==> src/rtl/fec_frame_sequencer.sv <==
// Frame sequencer: pulls FRAME_WORDS buffer words and steps each through encoder then modulator.
// Define FEC_SEQ_TIMEOUT_EN to add a per-wait-state watchdog that aborts a stuck frame.
module fec_frame_sequencer #(
    parameter int FRAME_WORDS    = 8,
    parameter int TIMEOUT_CYCLES = 255,
    parameter int FCNT_W         = 16
) (
    input  logic                           clk,
    input  logic                           rst_n,
    input  logic                           en,
    input  logic                           req,
    output logic                           ack,
    input  logic                           buff_empty,
    input  logic                           buff_rd_valid,
    output logic                           rd_en_buff,
    output logic                           req_encoder,
    input  logic                           ack_encoder,
    output logic                           en_encoder,
    output logic                           req_modulator,
    input  logic                           ack_modulator,
    output logic                           en_modulator,
    output logic                           busy,
    output logic [$clog2(FRAME_WORDS)-1:0] word_idx,
    output logic [FCNT_W-1:0]              frame_cnt,
    output logic                           err
);
    localparam int IDX_W = $clog2(FRAME_WORDS);
    localparam logic [IDX_W-1:0] LAST_IDX = IDX_W'(FRAME_WORDS - 1);

    localparam logic [2:0] S_IDLE  = 3'd0;
    localparam logic [2:0] S_FETCH = 3'd1;
    localparam logic [2:0] S_WAIT  = 3'd2;
    localparam logic [2:0] S_ENC   = 3'd3;
    localparam logic [2:0] S_MOD   = 3'd4;
    localparam logic [2:0] S_DONE  = 3'd5;
    localparam logic [2:0] S_ABORT = 3'd6;

    logic [2:0] state;
    logic [2:0] state_nxt;
    logic       timeout;

`ifdef FEC_SEQ_TIMEOUT_EN
    localparam int TCNT_W = $clog2(TIMEOUT_CYCLES + 1);
    logic [TCNT_W-1:0] tcnt;
    logic              waiting;

    assign waiting = (state == S_WAIT) || (state == S_ENC) || (state == S_MOD);
    // tcnt holds the number of cycles already spent in the current wait state.
    assign timeout = waiting && (tcnt == TCNT_W'(TIMEOUT_CYCLES - 1));

    always_ff @(posedge clk or negedge rst_n) begin
        if (!rst_n) begin
            tcnt <= '0;
        end else if (state_nxt != state) begin
            tcnt <= '0;
        end else if (waiting) begin
            tcnt <= tcnt + TCNT_W'(1);
        end
    end
`else
    logic unused_timeout_cfg;
    assign unused_timeout_cfg = (TIMEOUT_CYCLES != 0);
    assign timeout = 1'b0;
`endif

    // Stage handshake: req_* is held high from state entry until the matching
    // ack_* is sampled high on a rising edge (first cycle counts); req_* drops
    // the following cycle. An ack_* seen while its req_* is low has no effect.
    always_comb begin
        state_nxt = state;
        case (state)
            S_IDLE:  if (req && en) state_nxt = S_FETCH;
            S_FETCH: if (en && !buff_empty) state_nxt = S_WAIT;
            S_WAIT: begin
                if (buff_rd_valid) state_nxt = S_ENC;
                else if (timeout)  state_nxt = S_ABORT;
            end
            S_ENC: begin
                if (ack_encoder)  state_nxt = S_MOD;
                else if (timeout) state_nxt = S_ABORT;
            end
            S_MOD: begin
                if (ack_modulator) state_nxt = (word_idx == LAST_IDX) ? S_DONE : S_FETCH;
                else if (timeout)  state_nxt = S_ABORT;
            end
            S_DONE:  state_nxt = S_IDLE;
            S_ABORT: state_nxt = S_IDLE;
            default: state_nxt = S_IDLE;
        endcase
    end

    always_ff @(posedge clk or negedge rst_n) begin
        if (!rst_n) begin
            state     <= S_IDLE;
            word_idx  <= '0;
            frame_cnt <= '0;
        end else begin
            state <= state_nxt;
            if (state == S_IDLE && req && en) begin
                word_idx <= '0;
            end else if (state == S_MOD && ack_modulator && word_idx != LAST_IDX) begin
                word_idx <= word_idx + IDX_W'(1);
            end
            if (state == S_DONE) begin
                frame_cnt <= frame_cnt + FCNT_W'(1);
            end
        end
    end

    // Outputs decode state directly so an async reset clears them at once.
    assign busy          = (state != S_IDLE);
    assign rd_en_buff    = (state == S_FETCH) && en && !buff_empty;
    assign req_encoder   = (state == S_ENC);
    assign req_modulator = (state == S_MOD);
    assign en_encoder    = (state == S_FETCH) || (state == S_WAIT) || (state == S_ENC);
    assign en_modulator  = (state == S_ENC) || (state == S_MOD);
    assign ack           = (state == S_DONE);
    assign err           = (state == S_ABORT);

endmodule

==> config.mk <==
export PLATFORM = sky130hd
export DESIGN_NAME = fec_frame_sequencer
export DESIGN_NICKNAME = d
export VERILOG_FILES = /design/src/rtl/fec_frame_sequencer.sv
export SDC_FILE = /design/constraint.sdc
export NUM_CORES = 1
export LEC_CHECK = 0
export CORE_MARGIN = 2
export CORE_UTILIZATION = 64
export CTS_BUF_LIST = sky130_fd_sc_hd__clkbuf_4 sky130_fd_sc_hd__clkbuf_8
export CTS_CLUSTER_SIZE = 20
export DETAILED_ROUTE_END_ITERATION = 8
export DONT_BUFFER_PORTS = 1
export PLACE_DENSITY = 0.8
export SLEW_MARGIN = 0
export SYNTH_ARGS = -nofsm -noshare
export SYNTH_HDL_FRONTEND = slang
export SYNTH_SLANG_ARGS = --single-unit
==> constraint.sdc <==
create_clock -name clk -period 1.6 [get_ports clk]
set_input_delay 0.16 -clock clk [delete_from_list [all_inputs] [get_ports clk]]
set_output_delay 0.16 -clock clk [all_outputs]
set_load 0.01 [all_outputs]
Word level (Yosys, flattened, before mapping) --
Index checks and enable logic that the tools add are counted.
Cells by class: equal/unequal tests 13, add/subtract/negate cells 2, mux-type cells 9, reduce and logical (&&, ||, !) cells 16
Operators with widths (count):
- 3-bit 2-to-1 mux | 8
- 16-bit by 1-bit adder with 16-bit output, second input constant | 1
- 3-bit one-hot mux with 5 select lines | 1
- 3-bit equality test, second input constant | 4
- 1-bit logical AND | 8
- 3-bit by 2-bit equality test with 1-bit output, second input constant | 2
- 2-bit != test, second input constant | 3
- 5-bit AND reduction | 1
- 2-bit by 1-bit != test with 1-bit output, second input constant | 2
- 3-bit by 1-bit adder with 3-bit output, second input constant | 1
- 3-bit by 1-bit equality test with 1-bit output, second input constant | 1
- 3-bit zero test | 1
- 1-bit logical OR | 3
- 3-bit != test, second input constant | 1
- 3-bit nonzero test | 1
- 2-bit nonzero test | 1
- 1-bit zero test | 1
Storage, ports and cells: output and inout port bits 27, bits in registers 22, input bits 8, word-level logic and storage cells 43

Longest topological paths before layout --
depth after elaboration 5, mapped depth 6, gate-level depth less buffers 6

Least setup slack after synthesis --
Ideal clock, no wire load.
path type register to register, start point register state[0], end point register state[0], clock period less this slack 1.476 ns, slack 0.124 ns, data required time 1.475 ns, setup time 0.125 ns, path buffers 1, arrival time 1.351 ns, stages on the path, launching flop included 6, cell sequence dfrtp_1 buf_6 or3b_4 o32ai_4 a21oi_2 mux2_4
Between the ends: word-level cells in the longest chain between the ends 3, elaborated cells on any way between the ends 12, those cells by class 9 x eq/ne; 1 x mux; 2 x reduce/logical
RTL lines:
- start: declaration | RTL line 38 | logic [2:0] state;
- start signal: assignment | RTL line 98 | state <= state_nxt;
- 3-bit by 1-bit equality test with 1-bit output (tied with other cells) | RTL line 71 | case (state)
- 2-bit != test (no line) or 2-bit by 1-bit != test with 1-bit output (tied branches)
- 5-bit AND reduction (no line)
Parallel ways exist; a longest one is shown, timed or not. A chain may end at the register's enable or synchronous reset.

Worst setup path after layout --
start point register state[2], end point output port rd_en_buff
Between the ends: word-level cells in the longest chain between the ends 3
RTL lines:
- 3-bit by 1-bit equality test with 1-bit output | RTL line 112 | assign rd_en_buff = (state == S_FETCH) && en && !buff_empty;
- 1-bit logical AND (2 in a row) | RTL line 112
- end: declaration | RTL line 15 | output logic rd_en_buff,
Every way passes these cells.

==> impl_metrics.env <==
export IMPL_max_slew_margin_rel=0.362
export IMPL_drc=0
export IMPL_insertedDiodeCount=0
export IMPL_syn_nets=116
export IMPL_pin_count=35
export IMPL_cts_buffers=3
export IMPL_leakagePower_uw=0.000686
export IMPL_worstSetupEndpointType="output port"
export IMPL_worstPathArrival_ps=1380
export IMPL_antenna_found_initial=0
export IMPL_first_iter_violations=3
export IMPL_firstDrtPassIters=4
export IMPL_nets=133
export IMPL_cp_num_buf_inv=2
export IMPL_syn_to_final_growth_pct=19.1
export IMPL_cts_max_level=1
export IMPL_r2r_start="state[0]"
export IMPL_initial_utilization=0.671
export IMPL_cp_top_family="flip-flops"
export IMPL_hold_depth=3
export IMPL_critPathLaunchType="flip-flop"
export IMPL_die_h_um=46.3
export IMPL_die_w_um=46.3
export IMPL_r2r_slack_ps=100
export IMPL_wirelength_um=2180
export IMPL_cts_root_buf="clkbuf_4"
export IMPL_hp_start="buff_empty"
export IMPL_hp_class="in -> reg"
export IMPL_ys_types=33
export IMPL_crit_start="state[2]"
export IMPL_fin_area_sq_um=1370
export IMPL_setup_tns_ps=0
export IMPL_finalMaxSlewViolations=0
export IMPL_reg2reg_depth=4
export IMPL_post_place_cells=137
export IMPL_tritoncts="yes"
export IMPL_grt_max_degree=23
export IMPL_synth_area_per_cell_sq_um=10.9
export IMPL_fmax_ghz=0.648
export IMPL_finClkSkew_ps=10.8
export IMPL_layout_setup_ws_ps=57.2
export IMPL_hold_end="state[1]"
export IMPL_cts_sinks=22
export IMPL_grt_first_pass_wirelength_um=3360
export IMPL_path_clk_slew_ps=110
export IMPL_placed_cell_area_sq_um=1230
export IMPL_io_buffer_count=0
export IMPL_grt_use_total=0.225
export IMPL_dieArea_sq_um=2150
export IMPL_place_gp_congestion=0.810
export IMPL_final_layout_size_suffix_gt1_frac=0.273
export IMPL_grt_pass1_vias=803
export IMPL_slowest_stage="dfrtp_1"
export IMPL_yosysWarnings=0
export IMPL_overflow=0
export IMPL_vdd_drop_max_mv=1.32
export IMPL_hpwl_um=1630
export IMPL_worst_slew_pin_slew_ps=954
export IMPL_dp_slack_ps=75.3
export IMPL_timing_final_crit_share=0.964
export IMPL_ant_nets=0
export IMPL_avgRoutedWirePerCell_um=14.9
export IMPL_fin_crit_ps=1540
export IMPL_hold_viol_final=0
export IMPL_crit_type="reg -> out"
export IMPL_core_rowCount=15
export IMPL_clockBufferDepth=2
export IMPL_cp_max_fo=8
export IMPL_vias=825
export IMPL_core_area_sq_um=1710
export IMPL_syn_cell_area_sq_um=1150
export IMPL_powerDensity_nw_per_um2=1480
export IMPL_clock_latency_ps=310
export IMPL_rsz0062_at_grt="false"
export IMPL_synth_ff_latch_count=22
export IMPL_finalNonFillerCells=146
export IMPL_postSynthCellCount=105
export IMPL_run_status="finished clean"
export IMPL_slowest_delay_ps=400
export IMPL_ys_seq_area_frac=0.480
export IMPL_required_ps=1440
export IMPL_regToRegEndpoint="state[0]"
export IMPL_worstPathCellList="buf_6 -> nand2b_4 -> nor4b_4 -> buf_4"
export IMPL_cap_violations=0
export IMPL_post_drt_via_cell_ratio=5.65
export IMPL_report_final_setup_viol=0
cell type report:
| cell class | instances | area, sq um |
|---|---|---|
| Inverter | 4 | 15.0 |
| Timing Repair Buffer | 16 | 126 |
| Clock buffer | 3 | 22.5 |
| Sequential cell | 22 | 552 |
| Clock inverter | 1 | 30.0 |
| Multi-Input combinational cell | 75 | 588 |
| Tap cell | 25 | 31.3 |
| Fill cell | 106 | 343 |
Yosys cell counts:
master / instances / share of area
xnor2_1: 12 / 0.092
xor2_1: 4 / 0.031
mux2i_1: 2 / 0.017
ha_1: 3 / 0.033
nor3_4: 1 / 0.014
and4_1: 2 / 0.015
nor3_2: 1 / 0.0087
nand3_1: 4 / 0.017
o211ai_1: 1 / 0.0066
nor3b_1: 1 / 0.0066
nor4b_1: 2 / 0.015
o22ai_1: 1 / 0.0055
nand4_1: 4 / 0.022
nor2b_1: 1 / 0.0055
buf_6: 1 / 0.0098
nand2b_1: 1 / 0.0055
nand2_1: 13 / 0.043
nor2_1: 9 / 0.029
inv_1: 4 / 0.013
nor4bb_1: 1 / 0.0087
nand3b_1: 1 / 0.0066
or2_2: 1 / 0.0055
a21oi_2: 1 / 0.0076
dfrtp_1: 22 / 0.48
o32ai_4: 1 / 0.024
a21oi_1: 2 / 0.0087
or3b_4: 1 / 0.0098
nand3b_2: 1 / 0.0098
and3_1: 1 / 0.0055
clkbuf_1: 1 / 0.0033
buf_2: 2 / 0.0087
or3_1: 1 / 0.0055
mux2_4: 2 / 0.026
per-layer routing:
metal | vias up | track usage | share of wire
met3 | 0 | 0.0784 | 0.046
met5 | - | 0 | 0
met4 | 0 | 0.0571 | 0
met1 | 415 | 0.250 | 0.40
met2 | 20 | 0.406 | 0.55
li1 | 390 | - | -
state kept, by name (all words and copies together), names as in the netlist:
name       count
frame_cnt     16
state          3
word_idx       3
how the worst max path moves through the flow:
stage | endpoint | slack [ps] | cells after the start
after floorplan | state[0] | 120 | 5
after global placement | state[0] | 140 | 4
after detailed placement | word_idx[1] | 80 | 6
after CTS | rd_en_buff | 20 | 4
after global routing | rd_en_buff | 3 | 4
final | rd_en_buff | 60 | 4
metrics by stage:
| stage | power (uW) | hold slack [ps] | util |
|---|---|---|---|
| 4_1_cts | 1950 | 53.8 | 0.774 |
| 3_3_place_gp | 1430 | -135 | 0.723 |
| 2_1_floorplan | 1320 | -136 | - |
| 5_1_grt | 2160 | 83.6 | 0.799 |
| 6_report | 2020 | 68.7 | 0.799 |
| 3_5_place_dp | 1480 | -135 | 0.723 |
report_power, final:
group          internal (uW)  switching (uW)  leakage, uW
logic                    407             429     0.000359
clock network            253             166    0.0000279
registers                650             117     0.000298
total                   1310             712     0.000686
cells in the final DEF (no fill, tap or decap), types with 2 or more instances in the layout:
cell / count
mux2i_1: 2
ha_1: 3
mux2_4: 2
nand2_1: 13
buf_4: 14
dfrtp_1: 21
xor2_1: 4
a21oi_1: 2
clkbuf_4: 3
nor2_1: 9
xnor2_1: 12
nand3_1: 3
nand4_1: 4
inv_1: 4
and4_1: 2
kinds of logic (layout without fill, tap and decap cells):
logic type,after synthesis,count (layout),synth area share
AND/OR/NAND/NOR,46,46,0.234
flip-flops,22,22,0.480
XOR/XNOR,16,16,0.122
buffers and inverters,8,24,0.0349
AO/OA/AOI/OAI,6,6,0.0524
multiplexers,4,4,0.0437
adder cells (fa/ha/maj),3,3,0.0328
tightest hold or removal path, cell delays in order:
cell and delay (ps):
nor4bb_1 30, a21oi_1 110, nor2_1 40
timing repair:
item                                    CTS  global route
hold buffers                              1             0
endpoints found under the setup margin    1             8
resized for setup                         3             4
hold endpoints to repair                 22             0
pin swaps                                 1             0
buffers inserted                          1             3
(Power assumes the default switching activity.)
